<file path="src/rtl/imem_fetch_ctrl_if.sv">
// Bus between the fetch controller, the instruction ROM and the decode stage.
// The slave side is the fetch controller; fsm_state is a debug view of its FSM.
interface imem_fetch_ctrl_if #(
  parameter int N     = 32,
  parameter int DEPTH = 4,
  parameter int AW    = 6
);
  // Handshake: decode pulls the head entry by raising deq in any cycle where
  // instr_valid=1; deq with instr_valid=0 is ignored, and redirect wins over deq.
  logic                     enable;
  logic                     redirect;
  logic [63:0]              redirect_pc;
  logic                     deq;
  logic [N-1:0]             imem_q;
  logic [AW-1:0]            imem_addr;
  logic                     instr_valid;
  logic [N-1:0]             instr;
  logic [63:0]              instr_pc;
  logic [$clog2(DEPTH):0]   count;
  logic                     done;
  logic [1:0]               fsm_state;

  modport slave (
    input  enable, redirect, redirect_pc, deq, imem_q,
    output imem_addr, instr_valid, instr, instr_pc, count, done, fsm_state
  );

  modport master (
    output enable, redirect, redirect_pc, deq, imem_q,
    input  imem_addr, instr_valid, instr, instr_pc, count, done, fsm_state
  );
endinterface

</file>
<file path="src/rtl/imem_fetch_ctrl.sv">
// Instruction-fetch sequencer: owns the fetch PC, reads the ROM combinationally
// and buffers {instr, pc} pairs in a small FIFO for the decode stage.
module imem_fetch_ctrl #(
  parameter int N     = 32,
  parameter int DEPTH = 4,
  parameter int AW    = 6
) (
  input  logic              clk,
  input  logic              reset,
  imem_fetch_ctrl_if.slave  bus
);
  localparam int PW = $clog2(DEPTH);
  localparam int CW = PW + 1;
  localparam logic [CW-1:0] FULL_C  = CW'(DEPTH);
  localparam logic [63:0]   LAST_PC = 64'(4 * ((2 ** AW) - 1));

  typedef enum logic [1:0] {
    IDLE = 2'd0,
    RUN  = 2'd1,
    DONE = 2'd2
  } state_t;

  state_t         state, state_nxt;
  logic [63:0]    fetch_pc;
  logic [PW-1:0]  head, tail;
  logic [CW-1:0]  cnt;
  logic [N-1:0]   mem_instr [DEPTH];
  logic [63:0]    mem_pc    [DEPTH];

  logic           enq, deq_ok, out_of_range, last_word;
  logic [63:0]    redirect_aligned;

  always_comb begin
    enq              = (state == RUN) && !bus.redirect && ((cnt < FULL_C) || bus.deq);
    deq_ok           = bus.deq && (cnt != '0) && !bus.redirect;
    out_of_range     = |bus.redirect_pc[63:AW+2];
    last_word        = (fetch_pc == LAST_PC);
    redirect_aligned = bus.redirect_pc & ~64'd3;
  end

  always_comb begin
    state_nxt = state;
    if (bus.redirect) begin
      // An unreachable target parks the FSM, whatever state it came from.
      if (out_of_range)        state_nxt = DONE;
      else if (state == IDLE)  state_nxt = IDLE;
      else                     state_nxt = RUN;
    end else begin
      case (state)
        IDLE:    if (bus.enable) state_nxt = RUN;
        RUN: begin
          if (enq && last_word)  state_nxt = DONE;
          else if (!bus.enable)  state_nxt = IDLE;
        end
        DONE:    state_nxt = DONE;
        default: state_nxt = IDLE;
      endcase
    end
  end

  always_ff @(posedge clk or negedge reset) begin
    if (!reset) state <= IDLE;
    else        state <= state_nxt;
  end

  always_ff @(posedge clk or negedge reset) begin
    if (!reset) begin
      fetch_pc <= '0;
      head     <= '0;
      tail     <= '0;
      cnt      <= '0;
      for (int i = 0; i < DEPTH; i++) begin
        mem_instr[i] <= '0;
        mem_pc[i]    <= '0;
      end
    end else if (bus.redirect) begin
      // Flush: stale storage stays, only the pointers collapse.
      fetch_pc <= redirect_aligned;
      head     <= tail;
      cnt      <= '0;
    end else begin
      if (enq) begin
        mem_instr[tail] <= bus.imem_q;
        mem_pc[tail]    <= fetch_pc;
        tail            <= tail + 1'b1;
        fetch_pc        <= fetch_pc + 64'd4;
      end
      if (deq_ok) head <= head + 1'b1;
      if (enq && !deq_ok)      cnt <= cnt + 1'b1;
      else if (!enq && deq_ok) cnt <= cnt - 1'b1;
    end
  end

  always_comb begin
    bus.imem_addr   = fetch_pc[AW+1:2];
    bus.instr_valid = (cnt != '0);
    bus.instr       = mem_instr[head];
    bus.instr_pc    = mem_pc[head];
    bus.count       = cnt;
    bus.done        = (state == DONE);
    bus.fsm_state   = state;
  end
endmodule

</file>
<file path="src/flat_wrapper.sv">
// flat-port wrapper written by rule: the top's interface ports become plain ports
module imem_fetch_ctrl_flat 
#(
  parameter int N     = 32,
  parameter int DEPTH = 4,
  parameter int AW    = 6
)
  (clk, reset, bus_enable, bus_redirect, bus_redirect_pc, bus_deq, bus_imem_q, bus_imem_addr, bus_instr_valid, bus_instr, bus_instr_pc, bus_count, bus_done, bus_fsm_state);
  imem_fetch_ctrl_if #(.N(N), .DEPTH(DEPTH), .AW(AW)) bus_i ();
  input  logic clk;
  input  logic reset;
  input wire logic [$bits(bus_i.enable)-1:0] bus_enable;
  input wire logic [$bits(bus_i.redirect)-1:0] bus_redirect;
  input wire logic [$bits(bus_i.redirect_pc)-1:0] bus_redirect_pc;
  input wire logic [$bits(bus_i.deq)-1:0] bus_deq;
  input wire logic [$bits(bus_i.imem_q)-1:0] bus_imem_q;
  output wire logic [$bits(bus_i.imem_addr)-1:0] bus_imem_addr;
  output wire logic [$bits(bus_i.instr_valid)-1:0] bus_instr_valid;
  output wire logic [$bits(bus_i.instr)-1:0] bus_instr;
  output wire logic [$bits(bus_i.instr_pc)-1:0] bus_instr_pc;
  output wire logic [$bits(bus_i.count)-1:0] bus_count;
  output wire logic [$bits(bus_i.done)-1:0] bus_done;
  output wire logic [$bits(bus_i.fsm_state)-1:0] bus_fsm_state;
  assign bus_i.enable = bus_enable;
  assign bus_i.redirect = bus_redirect;
  assign bus_i.redirect_pc = bus_redirect_pc;
  assign bus_i.deq = bus_deq;
  assign bus_i.imem_q = bus_imem_q;
  assign bus_imem_addr = bus_i.imem_addr;
  assign bus_instr_valid = bus_i.instr_valid;
  assign bus_instr = bus_i.instr;
  assign bus_instr_pc = bus_i.instr_pc;
  assign bus_count = bus_i.count;
  assign bus_done = bus_i.done;
  assign bus_fsm_state = bus_i.fsm_state;
  imem_fetch_ctrl #(.N(N), .DEPTH(DEPTH), .AW(AW)) u_core (.clk(clk), .reset(reset), .bus(bus_i));
endmodule
</file>
<file path="config.mk">
export PLATFORM = sky130hd
export DESIGN_NAME = imem_fetch_ctrl_flat
export DESIGN_NICKNAME = d
export VERILOG_FILES = /design/src/rtl/imem_fetch_ctrl_if.sv /design/src/rtl/imem_fetch_ctrl.sv /design/src/flat_wrapper.sv
export SDC_FILE = /design/constraint.sdc
export NUM_CORES = 1
export LEC_CHECK = 0
export ABC_CLOCK_PERIOD_IN_PS = 3200
export CAP_MARGIN = 0
export CORE_ASPECT_RATIO = 0.7
export CORE_MARGIN = 2
export CORE_UTILIZATION = 52
export DETAILED_ROUTE_END_ITERATION = 6
export GPL_TIMING_DRIVEN = 0
export PLACE_DENSITY = 0.74
export SYNTH_ARGS = -nofsm -noshare
export SYNTH_HDL_FRONTEND = slang
export SYNTH_SLANG_ARGS = --single-unit
</file>
<file path="constraint.sdc">
create_clock -name clk -period 3.2 [get_ports clk]
set_input_delay 0.32 -clock clk [delete_from_list [all_inputs] [get_ports clk]]
set_output_delay 0.32 -clock clk [all_outputs]
set_load 0.03 [all_outputs]
</file>
==> run summary <==
Status: finished, violations left
Failing checks: setup timing
R2r setup slk: -0.0003 ns
Cell area after synthesis: 20960 µm²
Die Y: 172.0 µm
Final ANT Viol Nets: 0
Clk_lat worst skew: 0.57 ns
Dpl cell area: 23760 µm²
Antenna violations before repair: 1
H-Tree Depth: 2
Top cells by area, synth: dfrtp_1, mux2_2, mux4_2
DRT iter0 DRCs: 1490
Clock Power Share: 0.400
Layout area overhead: 20.44%
Switch Pwr: 0.003502 W
Critical Path Sink Type: flip-flop
Worst slew pin tran: 0.9688 ns
Remaining DRCs: 0
DRT Pass-1 Iters: 6
CTS buffer count: 44
Via density: 6.261
Max VDD drop: 0.4521 mV
Worst clock skew: 0.02061 ns
Seq cells post-synth: 447
Overall power: 0.01299 W
Final Hold Viols: 0
Largest net degree at the start of global routing: 127
Max Freq: 312.5 MHz
Antenna Cells: 0
Seq pwr share: 0.454
Worst R2R Start: u_core.bus.count[2]
Clock-pin slew on the worst setup and hold paths: 0.06 ns
Post-Route WL: 59310 µm
Predominant post-synthesis flop cell: dfrtp_1
Setup Viol. Count Final: 1
Nets: 1954
Syn Area/Cell: 13.15 µm²
DIE WIDTH: 244.0 µm
Initial core utilization: 0.5281
Post-synthesis cell type with the largest combined area: dfrtp_1
Pint: 0.009492 W
Placer Congestion: 0.9591
Worst setup path start: u_core.bus.count[2]
MaxCap Viol Count: 0
Minimum clock period: 3.200 ns
Io pins: 210
DP HPWL: 42230 µm
CTS Sinks: 447
GRT Total Usage: 0.2875
Final worst slack: -0.0003375 ns
Leakage: 11.59 nW
Filler cells: 3010
Cell count after synthesis: 1594
Std cell rows: 61
Share of layout cells above drive strength 1: 0.3042
R2R Path End: u_core.mem_pc[188]
Worst-path fanout max: 10
Cell variety after synth: 66
Sum Neg Setup Slack: -0.0003375 ns
Setup crit end: u_core.mem_pc[188]
Setup CP Type: reg2reg
Clock root buffer: clkbuf_16
Ys Warns: 0
Fin crit share: 1.000
Critical path arrival: 3.65 ns
WL per Instance: 24.59 µm
Number of synthesized flops with an enable pin: 0
Combinational fraction of design power: 0.147
RSZ-0062 raised after global routing: yes
Vias in the first global route: 15260
Worst Path Required: 3.65 ns
Final slew viol count: 0
Fin area: 25240 µm²
Sw frac: 0.2695
Core Area: 39690 µm²
Yosys top cell area share: 0.5337
Via Count: 15100
CTS tree: yes
Clock Path Buffers: 3
Reg2Reg Depth: 7
Global-route wire length before repair: 91530 µm
Input/output buffers: 204
PwrDens: 514.8 nW/µm²
Worst hold-check path type: in2reg
Relative slew slack: 0.3518
Post-synthesis async set-or-reset flop share: 1.000
Register area share after synthesis: 0.5337
Startpoint Class: flip-flop
Die footprint: 41950 µm²
Grt ovf: 0
## Yosys cell counts, drive strengths merged (2+ instances only)
cell      n
nor4     48
a211o     2
nand2   132
o31ai     5
nor2     40
clkbuf   72
dfrtp   447
and3      7
o21ai    80
nor2b    10
buf      70
ha        5
mux2    336
and4      5
a32oi     2
xnor2     9
or3      10
mux4     94
a22oi     5
and2      5
a31oi    13
or4      21
o311ai   12
o211ai   18
nand4    34
a221o     5
nand3    42
a21boi    3
xor2      3
mux2i     2
nor3     11
a21oi    10
nand2b    3
inv      17
## how the worst min path moves through the flow
stage | startpoint | endpoint | slack (ns) | cells past startpoint
after floorplan | reset | u_core.bus.count[0] | 0.02 | 0
after global placement | u_core.mem_pc[183] | u_core.mem_pc[183] | 0.46 | 2
after detailed placement | reset | u_core.mem_instr[104] | 0.43 | 1
after CTS | bus_redirect | u_core.fetch_pc[46] | 0.26 | 3
after global routing | bus_redirect | u_core.fetch_pc[46] | 0.32 | 3
final | bus_redirect | u_core.fetch_pc[46] | 0.31 | 3
## per-layer routing
| layer | global-route usage | wire [µm] |
|---|---|---|
| met5 | 0 | 9 |
| met4 | 0.1021 | 2290 |
| met3 | 0.07760 | 5770 |
| met2 | 0.4151 | 25990 |
| met1 | 0.4206 | 25240 |
## logic make-up after synthesis
family,synth area share
compound gates,0.04788
buf+inv,0.03343
flops,0.5337
other cells,0.0001789
fa+ha+maj,0.003940
xor+xnor,0.005015
mux,0.2825
simple gates,0.09331
## metrics by stage
stage               hold WS (ns)    util  instances  setup slack [ns]
floorplan                0.02441       -       1595            0.7227
global placement          0.4561  0.5965       2334            -17.37
detailed placement        0.4261  0.5987       2337           -0.4880
CTS                       0.2625  0.6356       2413           0.02057
global route              0.3249  0.6360       2412           -0.1012
finish                    0.3120  0.6360       2412        -0.0003375
## cell type report
type	instances	area (µm²)	share of cell area
clock inverter	8	97.59	0.003866
sequential	447	11190	0.4431
inverter	18	67.56	0.002677
buffer	140	680.7	0.02697
clock buffer	68	1313	0.05200
timing repair buffer	208	2126	0.08422
multi-input combinational	988	9102	0.3606
tap	535	669.4	0.02652
## timing repair
item / CTS / global route
resized for setup: 58 / 18
endpoints found under the setup margin: 94 / 116
endpoints found under the hold margin: 102 / 0
buffers inserted: 0 / 0
hold buffers: 1 / 0
## state kept, by name, indices dropped and copies added, names as in the netlist
register	cells
u_core.bus.fsm_state	2
u_core.fetch_pc	62
u_core.mem_instr	128
u_core.bus.count	3
u_core.head	2
u_core.mem_pc	248
u_core.tail	2
## worst max-delay path, stage by stage, from the launching register on
cell      delay [ns]
dfrtp_1         0.46
nand2b_1        0.14
and3_1          0.19
clkbuf_1        0.15
nand2_1         0.52
buf_1           0.57
clkbuf_1        0.64
mux2_2          0.42
## placed cells by master, fill, tap and decap left out, types with 18 or more instances in the layout
cell / Yosys / final
nor4_1: 47 / 44
clkbuf_16: 0 / 45
nor2_1: 40 / 40
nand3_1: 39 / 39
mux2_2: 336 / 336
o211ai_1: 18 / 18
o21ai_0: 80 / 80
clkbuf_1: 69 / 72
buf_2: 14 / 20
nand4_1: 32 / 32
clkdlybuf4s50_1: 0 / 192
nand2_1: 132 / 132
dfrtp_1: 447 / 447
buf_1: 41 / 26
or4_1: 19 / 19
mux4_2: 94 / 94
## power groups by stage
stage	Sequential (W)	Combinational, W	Clock [W]
finish	0.00589	0.00191	0.00519
global route	0.00590	0.00204	0.00552
CTS	0.00589	0.00191	0.00525
detailed placement	0.00598	0.00188	0
global placement	0.00599	0.00184	0
floorplan	0.00598	0.00107	0
Power figures use the tool's default switching activity.
